===== src/rtl/beta_pkg.sv =====
// ============================================================================
//  Module      : beta_pkg
//  Description : Shared types and instruction-field constants for the beta
//                pipeline.
//  Revision    : 1.0  initial release
// ============================================================================
`default_nettype none

package beta_pkg;

    typedef enum logic [1:0] {
        WB_EMPTY = 2'd0,
        WB_FULL  = 2'd1,
        WB_WAIT  = 2'd2
    } wb_state_t;

    localparam int unsigned R31    = 31;
    localparam int unsigned RC_HI  = 25;
    localparam int unsigned RC_LO  = 21;
    localparam int unsigned OPC_HI = 31;
    localparam int unsigned OPC_LO = 26;
    localparam int unsigned RC_W   = RC_HI - RC_LO + 1;

endpackage

`default_nettype wire


===== src/rtl/wb_wait_timer.sv =====
// ============================================================================
//  Module      : wb_wait_timer
//  Description : Saturating load-wait counter; flags when LD_TIMEOUT reached.
//  Revision    : 1.0  initial release
// ============================================================================
`default_nettype none

module wb_wait_timer
    import beta_pkg::*;
#(
    parameter int unsigned LD_TIMEOUT = 15,
    parameter int unsigned CW         = $clog2(LD_TIMEOUT + 1)
) (
    input  logic clk,
    input  logic rst,
    input  logic i_clr,
    input  logic i_inc,
    output logic o_at_limit
);

    localparam logic [CW-1:0] c_limit = CW'(LD_TIMEOUT);

    logic [CW-1:0] count_q;
    logic [CW-1:0] count_d;

    assign o_at_limit = (count_q == c_limit);

    always_comb begin
        count_d = count_q;
        if (i_clr) begin
            count_d = '0;
        end else if (i_inc && !o_at_limit) begin
            count_d = count_q + CW'(1);
        end
    end

    always_ff @(posedge clk) begin
        if (rst) begin
            count_q <= '0;
        end else begin
            count_q <= count_d;
        end
    end

endmodule

`default_nettype wire


===== src/rtl/wb_stage.sv =====
// ============================================================================
//  Module      : wb_stage
//  Description : Write-back stage: holds one retiring instruction, waits on
//                load data with timeout, drives RF write, bypass and counters.
//  Revision    : 1.0  initial release
// ============================================================================
`default_nettype none

module wb_stage
    import beta_pkg::*;
#(
    parameter  int unsigned XLEN       = 32,
    parameter  int unsigned NREGS      = 32,
    parameter  int unsigned LD_TIMEOUT = 15,
    parameter  int unsigned CNT_W      = 32,
    localparam int unsigned AW         = $clog2(NREGS)
) (
    input  logic             clk,
    input  logic             rst,
    input  logic             in_valid,
    output logic             in_ready,
    input  logic             op_ld_or_ldr,
    input  logic             op_st,
    input  logic             rf_w_mux_jump,
    input  logic [XLEN-1:0]  pc,
    input  logic [XLEN-1:0]  ir,
    input  logic [XLEN-1:0]  y,
    input  logic [XLEN-1:0]  mem_rd,
    input  logic             mem_rd_valid,
    output logic [XLEN-1:0]  rf_w_data,
    output logic [AW-1:0]    rf_w_addr,
    output logic             rf_we,
    output logic             byp_valid,
    output logic             byp_pending,
    output logic [AW-1:0]    byp_addr,
    output logic [XLEN-1:0]  byp_data,
    output logic [CNT_W-1:0] retired,
    output logic             mem_err
);

    localparam logic [AW-1:0] c_zero_reg = AW'(NREGS - 1);

    wb_state_t        state_q,   state_d;
    logic [CNT_W-1:0] retired_q, retired_d;
    logic             mem_err_q, mem_err_d;
    logic [XLEN-1:0]  pc_q, pc_d, ir_q, ir_d, y_q, y_d;
    logic             ld_q, ld_d, st_q, st_d, jmp_q, jmp_d;

    logic             w_held;
    logic             w_capture;
    logic             w_timeout;
    logic             w_at_limit;
    logic             w_complete;
    logic             w_wait_inc;
    logic             w_not_zero;
    logic [RC_W-1:0]  w_rc;
    logic             w_unused_ir;

    assign w_held     = (state_q != WB_EMPTY);
    assign w_timeout  = (state_q == WB_WAIT) && w_at_limit;
    assign w_complete = w_held && (!ld_q || mem_rd_valid || w_timeout);
    assign in_ready   = !rst && ((state_q == WB_EMPTY) || w_complete);
    assign w_capture  = in_valid && in_ready;
    assign w_wait_inc = w_held && ld_q && !w_complete;

    // Only the rc field of the held instruction word is consumed here.
    assign w_rc        = ir_q[RC_HI:RC_LO];
    assign w_unused_ir = ^{ir_q[XLEN-1:RC_HI+1], ir_q[RC_LO-1:0]};

    assign rf_w_addr  = AW'(w_rc);
    assign byp_addr   = rf_w_addr;
    assign w_not_zero = (rf_w_addr != c_zero_reg);

    // Load data outranks a jump flag; jump outranks the ALU result.
    assign rf_w_data = ld_q ? mem_rd : (jmp_q ? pc_q : y_q);
    assign byp_data  = rf_w_data;

    assign rf_we       = !rst && w_complete && !st_q && !w_timeout && w_not_zero;
    assign byp_valid   = !rst && w_held && !st_q && w_not_zero && (!ld_q || mem_rd_valid);
    assign byp_pending = !rst && w_held && ld_q && !mem_rd_valid && w_not_zero;
    assign retired     = retired_q;
    assign mem_err     = mem_err_q;

    wb_wait_timer #(
        .LD_TIMEOUT (LD_TIMEOUT)
    ) u_wait_timer (
        .clk        (clk),
        .rst        (rst),
        .i_clr      (w_capture),
        .i_inc      (w_wait_inc),
        .o_at_limit (w_at_limit)
    );

    always_comb begin
        state_d   = state_q;
        retired_d = retired_q + CNT_W'(w_complete);
        mem_err_d = mem_err_q || w_timeout;
        pc_d      = pc_q;
        ir_d      = ir_q;
        y_d       = y_q;
        ld_d      = ld_q;
        st_d      = st_q;
        jmp_d     = jmp_q;
        if (w_capture) begin
            state_d = WB_FULL;
            pc_d    = pc;
            ir_d    = ir;
            y_d     = y;
            ld_d    = op_ld_or_ldr;
            st_d    = op_st;
            jmp_d   = rf_w_mux_jump;
        end else if (w_complete) begin
            state_d = WB_EMPTY;
        end else if (w_held && ld_q) begin
            state_d = WB_WAIT;
        end
    end

    always_ff @(posedge clk) begin
        if (rst) begin
            state_q   <= WB_EMPTY;
            retired_q <= '0;
            mem_err_q <= 1'b0;
        end else begin
            state_q   <= state_d;
            retired_q <= retired_d;
            mem_err_q <= mem_err_d;
        end
    end

    always_ff @(posedge clk) begin
        pc_q  <= pc_d;
        ir_q  <= ir_d;
        y_q   <= y_d;
        ld_q  <= ld_d;
        st_q  <= st_d;
        jmp_q <= jmp_d;
    end

endmodule

`default_nettype wire

===== config.mk =====
export PLATFORM = sky130hd
export DESIGN_NAME = wb_stage
export DESIGN_NICKNAME = d
export VERILOG_FILES = /design/src/rtl/beta_pkg.sv /design/src/rtl/wb_wait_timer.sv /design/src/rtl/wb_stage.sv
export SDC_FILE = /design/constraint.sdc
export NUM_CORES = 1
export LEC_CHECK = 0
export ABC_AREA = 1
export ABC_CLOCK_PERIOD_IN_PS = 6200
export CORE_MARGIN = 3
export CORE_UTILIZATION = 30
export CTS_CLUSTER_DIAMETER = 80
export DETAILED_ROUTE_END_ITERATION = 10
export PLACE_DENSITY = 0.62
export SLEW_MARGIN = 0
export SYNTH_ARGS = -nofsm -noshare
export SYNTH_HDL_FRONTEND = slang
export SYNTH_SLANG_ARGS = --single-unit

===== constraint.sdc =====
create_clock -name clk -period 6.2 [get_ports clk]
set_clock_uncertainty 0.2 [all_clocks]
set_input_delay 1.86 -clock clk [delete_from_list [all_inputs] [get_ports clk]]
set_output_delay 1.86 -clock clk [all_outputs]
set_load 0.03 [all_outputs]

## Word level (Yosys, flattened, before mapping)

Index checks and enable logic that the tools add are counted.

| operators by class | value |
|---|---|
| add/sub/neg operators | 2 |
| equal/unequal tests | 3 |
| divide/modulo/power cells | 0 |
| reductions and logical operators | 34 |
| magnitude comparators | 0 |
| shifts and indexed selects | 0 |
| mux-type cells | 5 |
| bitwise logic cells | 0 |
| $mul | 0 |

Operators with widths:

| operator | count |
|---|---|
| 32-bit two-way mux | 2 |
| 32-bit by 1-bit adder with 32-bit output | 1 |
| 1-bit logical AND | 18 |
| 1-bit zero test | 7 |
| 5-bit inequality test (second input constant) | 1 |
| 4-bit by 1-bit adder with 4-bit output (second input constant) | 1 |
| 4-bit == test (second input constant) | 1 |
| 1-bit logical OR | 4 |
| 1-bit two-way mux | 3 |
| 3-bit nonzero test | 1 |
| 3-bit OR reduction | 1 |
| 2-bit == test (second input constant) | 1 |
| 2-bit zero test | 1 |
| 2-bit nonzero test | 1 |
| 2-bit OR reduction | 1 |

| storage, ports and cells | value |
|---|---|
| bits in latches | 0 |
| bits of input ports | 135 |
| word-level logic and storage cells | 55 |
| memory bits (read-only) | 0 |
| RAM bits | 0 |
| memories kept | 0 |
| bits in registers | 132 |

## Longest topological paths before layout

| depth | value |
|---|---|
| word-level depth | 8 |
| depth in mapped cells | 14 |

## By module

From an unflattened synthesis, not the netlist that was laid out.

| unflattened totals | value |
|---|---|
| cells, all modules | 593 |
| area, all modules | 5206.2 um2 |

Modules (own cells, without submodules):

| module | times used | cells an instance | area an instance (um2) |
|---|---|---|---|
| wb_stage | 1 | 564 | 5006.1 |
| wb_wait_timer | 1 | 29 | 200.2 |

## Worst setup path after synthesis

No wires, ideal clock.

| timing path | value |
|---|---|
| path type | input -> output |
| start point | input rst |
| end point | output rf_we |
| path buffers | 1 |
| arrival | 2891 ps |
| setup slack | 1249 ps |
| stages on the path | 4 |
| data required time | 4140 ps |
| cells stage by stage | buf_2 > nor2_1 > nand2_1 > nor3_1 |

| between the ends | value |
|---|---|
| longest elaborated chain between the ends | 5 |

Ends and longest elaborated chain:

| item | line | RTL |
|---|---|---|
| start, declared | wb_stage.sv:19 | `input logic rst,` |
| 1-bit zero test | wb_stage.sv:78 | `assign rf_we = !rst && w_complete && !st_q && !w_timeout && w_not_zero;` |
| 1-bit logical AND (4 in a row) | wb_stage.sv:78 |  |
| end, declared | wb_stage.sv:32 | `output logic rf_we,` |

No other way between the ends.

## Worst setup path in the final report

| timing path | value |
|---|---|
| start point | input mem_rd_valid |
| end point | output rf_we |

| between the ends | value |
|---|---|
| longest elaborated chain between the ends | 7 |

Ends and longest elaborated chain:

| item | line | RTL |
|---|---|---|
| start, declared | wb_stage.sv:29 | `input logic mem_rd_valid,` |
| 1-bit logical OR (2 in a row) | wb_stage.sv:61 | `assign w_complete = w_held && (!ld_q \|\| mem_rd_valid \|\| w_timeout);` |
| 1-bit logical AND | wb_stage.sv:61 |  |
| 1-bit logical AND (4 in a row) | wb_stage.sv:78 |  |

No other way between the ends.

==> flow_summary.toml <==
[timing]
worst_slew_pin_slew_ns = 0.710
hold_violations = 0
min_period_ns = 5.55
tns_ns = 0
fmax_ghz = 0.180
rsz0062_at_grt = "no"
relSlewSlack_pct = 52.6
fin_ws_ns = 0.648
slew_viol_final = 0
setup_viol = 0
fin_crit_sh_pct = 89.5

[routing]
vias = 4585
avgViaCountPerCell = 4.53
firstDrtPassIters = 4
drtIter0Drc = 202
wirelength_um = 15900
wl_per_cell_um = 15.7
drcViolationCount = 0
ant_nets = 0

[pwr]
p_leak_uw = 0.00271
p_per_area_mw_per_mm2 = 213
vdd_drop_max_v = 0.000118

[critical_path]
critPathRequiredTime_ns = 4.14
regToRegEndpoint = "retired[26]"
worstSetupPathType = "primary input to output pin"
timing.reg2reg.worst_path_depth = 13
r2r_slack_ns = 3.07
timing.rr.start = "ld_q"
cp.arrival_ns = 3.49
cp_max_fo = 5
endpoint_kind = "output pin"
start_kind = "primary input"

[clocking]
clock_tree.buffer_depth = 2
cts_tree = "done"
clock_sinks = 111
cts_resized = 0
holdBufCountCts = 0
post-cts-setup-buffers = 0
clk_latency_ns = 0.35
path_clk_slew_ns = 0.07
numCtsBuffers = 9
ctsHtreeMaxLevel = 3
cts_root_buffer = "clkbuf_16"

[yosys]
ys_types = 30
ys.flop_type = "edfxtp_1"
synth_top_area_share_pct = 40.6
synthArstFlopShare_pct = 0
syn_avg_cell_area_sq_um = 8.86
ys_seq_elements = 111
synth-compound-area-share_pct = 10.4
synthXorXnorAreaFrac_pct = 0.658
synth_top_family_by_area = "simple AND/OR/NAND/NOR gates"
synthAdderAreaFrac_pct = 0.940
ys_seq_area_share_pct = 55.3
syn_area_sq_mm = 0.00533
yosysWarnings = 0
synth_edf_count = 72
netlist_instances = 601
synth_nets = 740
synth.area.mux_share_pct = 0
yosys.area_share.simple_pct = 23.0
yosys.area.top_type = "edfxtp_1"
synthTopCellsByArea = "edfxtp_1 (41%), dfxtp_1 (15%), nand2_1 (9.0%)"

[finish]
area_growth_pct = 46.0
n_antenna_cell = 0
drive_gt1_share_pct = 6.61
nets = 921

[global_routing]
grt_start_max_net_pins = 35
grt_pass1_vias = 4415
overflow = 0
grt_pass1_wl_um = 24300
grt_antenna_before_repair = 0
grt_usage_pct = 16.0

[floorplan]
die-height_um = 139
start_util_pct = 30.7
die_x_um = 139
fp.coreArea_sq_mm = 0.0174
dieArea_sq_mm = 0.0194
num_rows = 48
io_pins = 246

[placed_design]
gp_congestion = 0.877
dp_slack_ns = 0.636
io_buffers = 218
dp_hpwl_um = 12000

[hold_path]
holdPathEnd = "mem_err"
holdCritPathClass = "flop to flop"
holdPathStages = 2
holdCritStartpoint = "mem_err"

[status]
status = "completed"

[flow_run]
maxCapViolCount = 0
-- final cells by class --
cell class,instances,area [sq um]
fill,1723,9580
sequential,111,2940
timing repair buffer,225,2230
multi-input combinational,390,1860
tap,225,282
clock buffer,10,229
inverter,45,169
clock inverter,6,53.8
-- through the flow --
stage | std cells | util, % | power (uW) | cell area (sq um) | hold slack [ns]
3_5_place_dp | 996 | 43.2 | 1110 | 7490 | 0.262
2_1_floorplan | 601 | - | 982 | 5330 | 0.295
5_1_grt | 1012 | 44.8 | 1720 | 7770 | 0.302
4_1_cts | 1012 | 44.8 | 1680 | 7770 | 0.279
3_3_place_gp | 996 | 43.2 | 1110 | 7490 | 0.256
6_report | 1012 | 44.8 | 1650 | 7770 | 0.273
-- worst max-delay path, cell delays in order --
cell	delay, ns
clkdlybuf4s50_1	0.50
nor2_4	0.07
nor2_1	0.12
nand2_1	0.08
nor3_1	0.16
clkdlybuf4s50_1	0.70
-- layer usage --
layer  vias to the layer above  track usage [%]  routed length (um)
met3                        22             5.15                1210
met1                      2076             19.5                6730
met4                         0             5.05                 383
li1                       2302                -                   -
met2                       185             27.2                7570
met5                         -                0                   0
-- flip-flops by register name (all words and copies together) (netlist names) --
signal and count:
pc_q 32, u_wait_timer.count_q 4, ld_q 1, mem_err 1
y_q 32, retired 32, state_q 2, st_q 1
jmp_q 1, ir_q 5
-- synthesized netlist by cell type (4+ instances only) --
cell type and count:
inv_1 42, clkbuf_1 14, nand3_1 15, nand4_1 5
a21oi_1 88, buf_4 37, nand2_2 6, buf_2 4
nand2_1 128, dfxtp_1 39, nor2_1 105, edfxtp_1 72
o21ai_0 7, ha_1 4, nor2_4 10
-- cell usage in the layout, fill, tap and decap left out, types with 9 or more instances in the layout --
cell type        instances
clkdlybuf4s50_1        218
nand2_1                128
nor2_1                 105
a21oi_1                 88
edfxtp_1                72
inv_1                   41
dfxtp_1                 39
nand3_1                 15
nor2_4                  10
clkbuf_16                9
-- logic make-up (layout without fill, tap and decap cells) --
kind of cell / after synthesis / after routing
flops: 111 / 111
compound gates: 103 / 103
fa+ha+maj: 4 / 4
simple gates: 279 / 279
xor+xnor: 4 / 4
buf+inv: 100 / 286
-- worst max-delay path by stage --
stage	from	to	slack, ns	depth (start not counted)
floorplan	rst	rf_we	1.25	4
global placement	mem_rd_valid	rf_we	0.63	6
detailed placement	mem_rd_valid	rf_we	0.64	6
CTS	mem_rd_valid	rf_we	0.64	6
global route	mem_rd_valid	rf_we	0.59	6
finish	mem_rd_valid	rf_we	0.65	6
-- power breakdown --
part	leakage (uW)	switching, uW	internal, uW
sequential	0.000988	7.13	812
clock	0.000136	277	281
combinational	0.00158	144	132
Power figures use the tool's default switching activity.
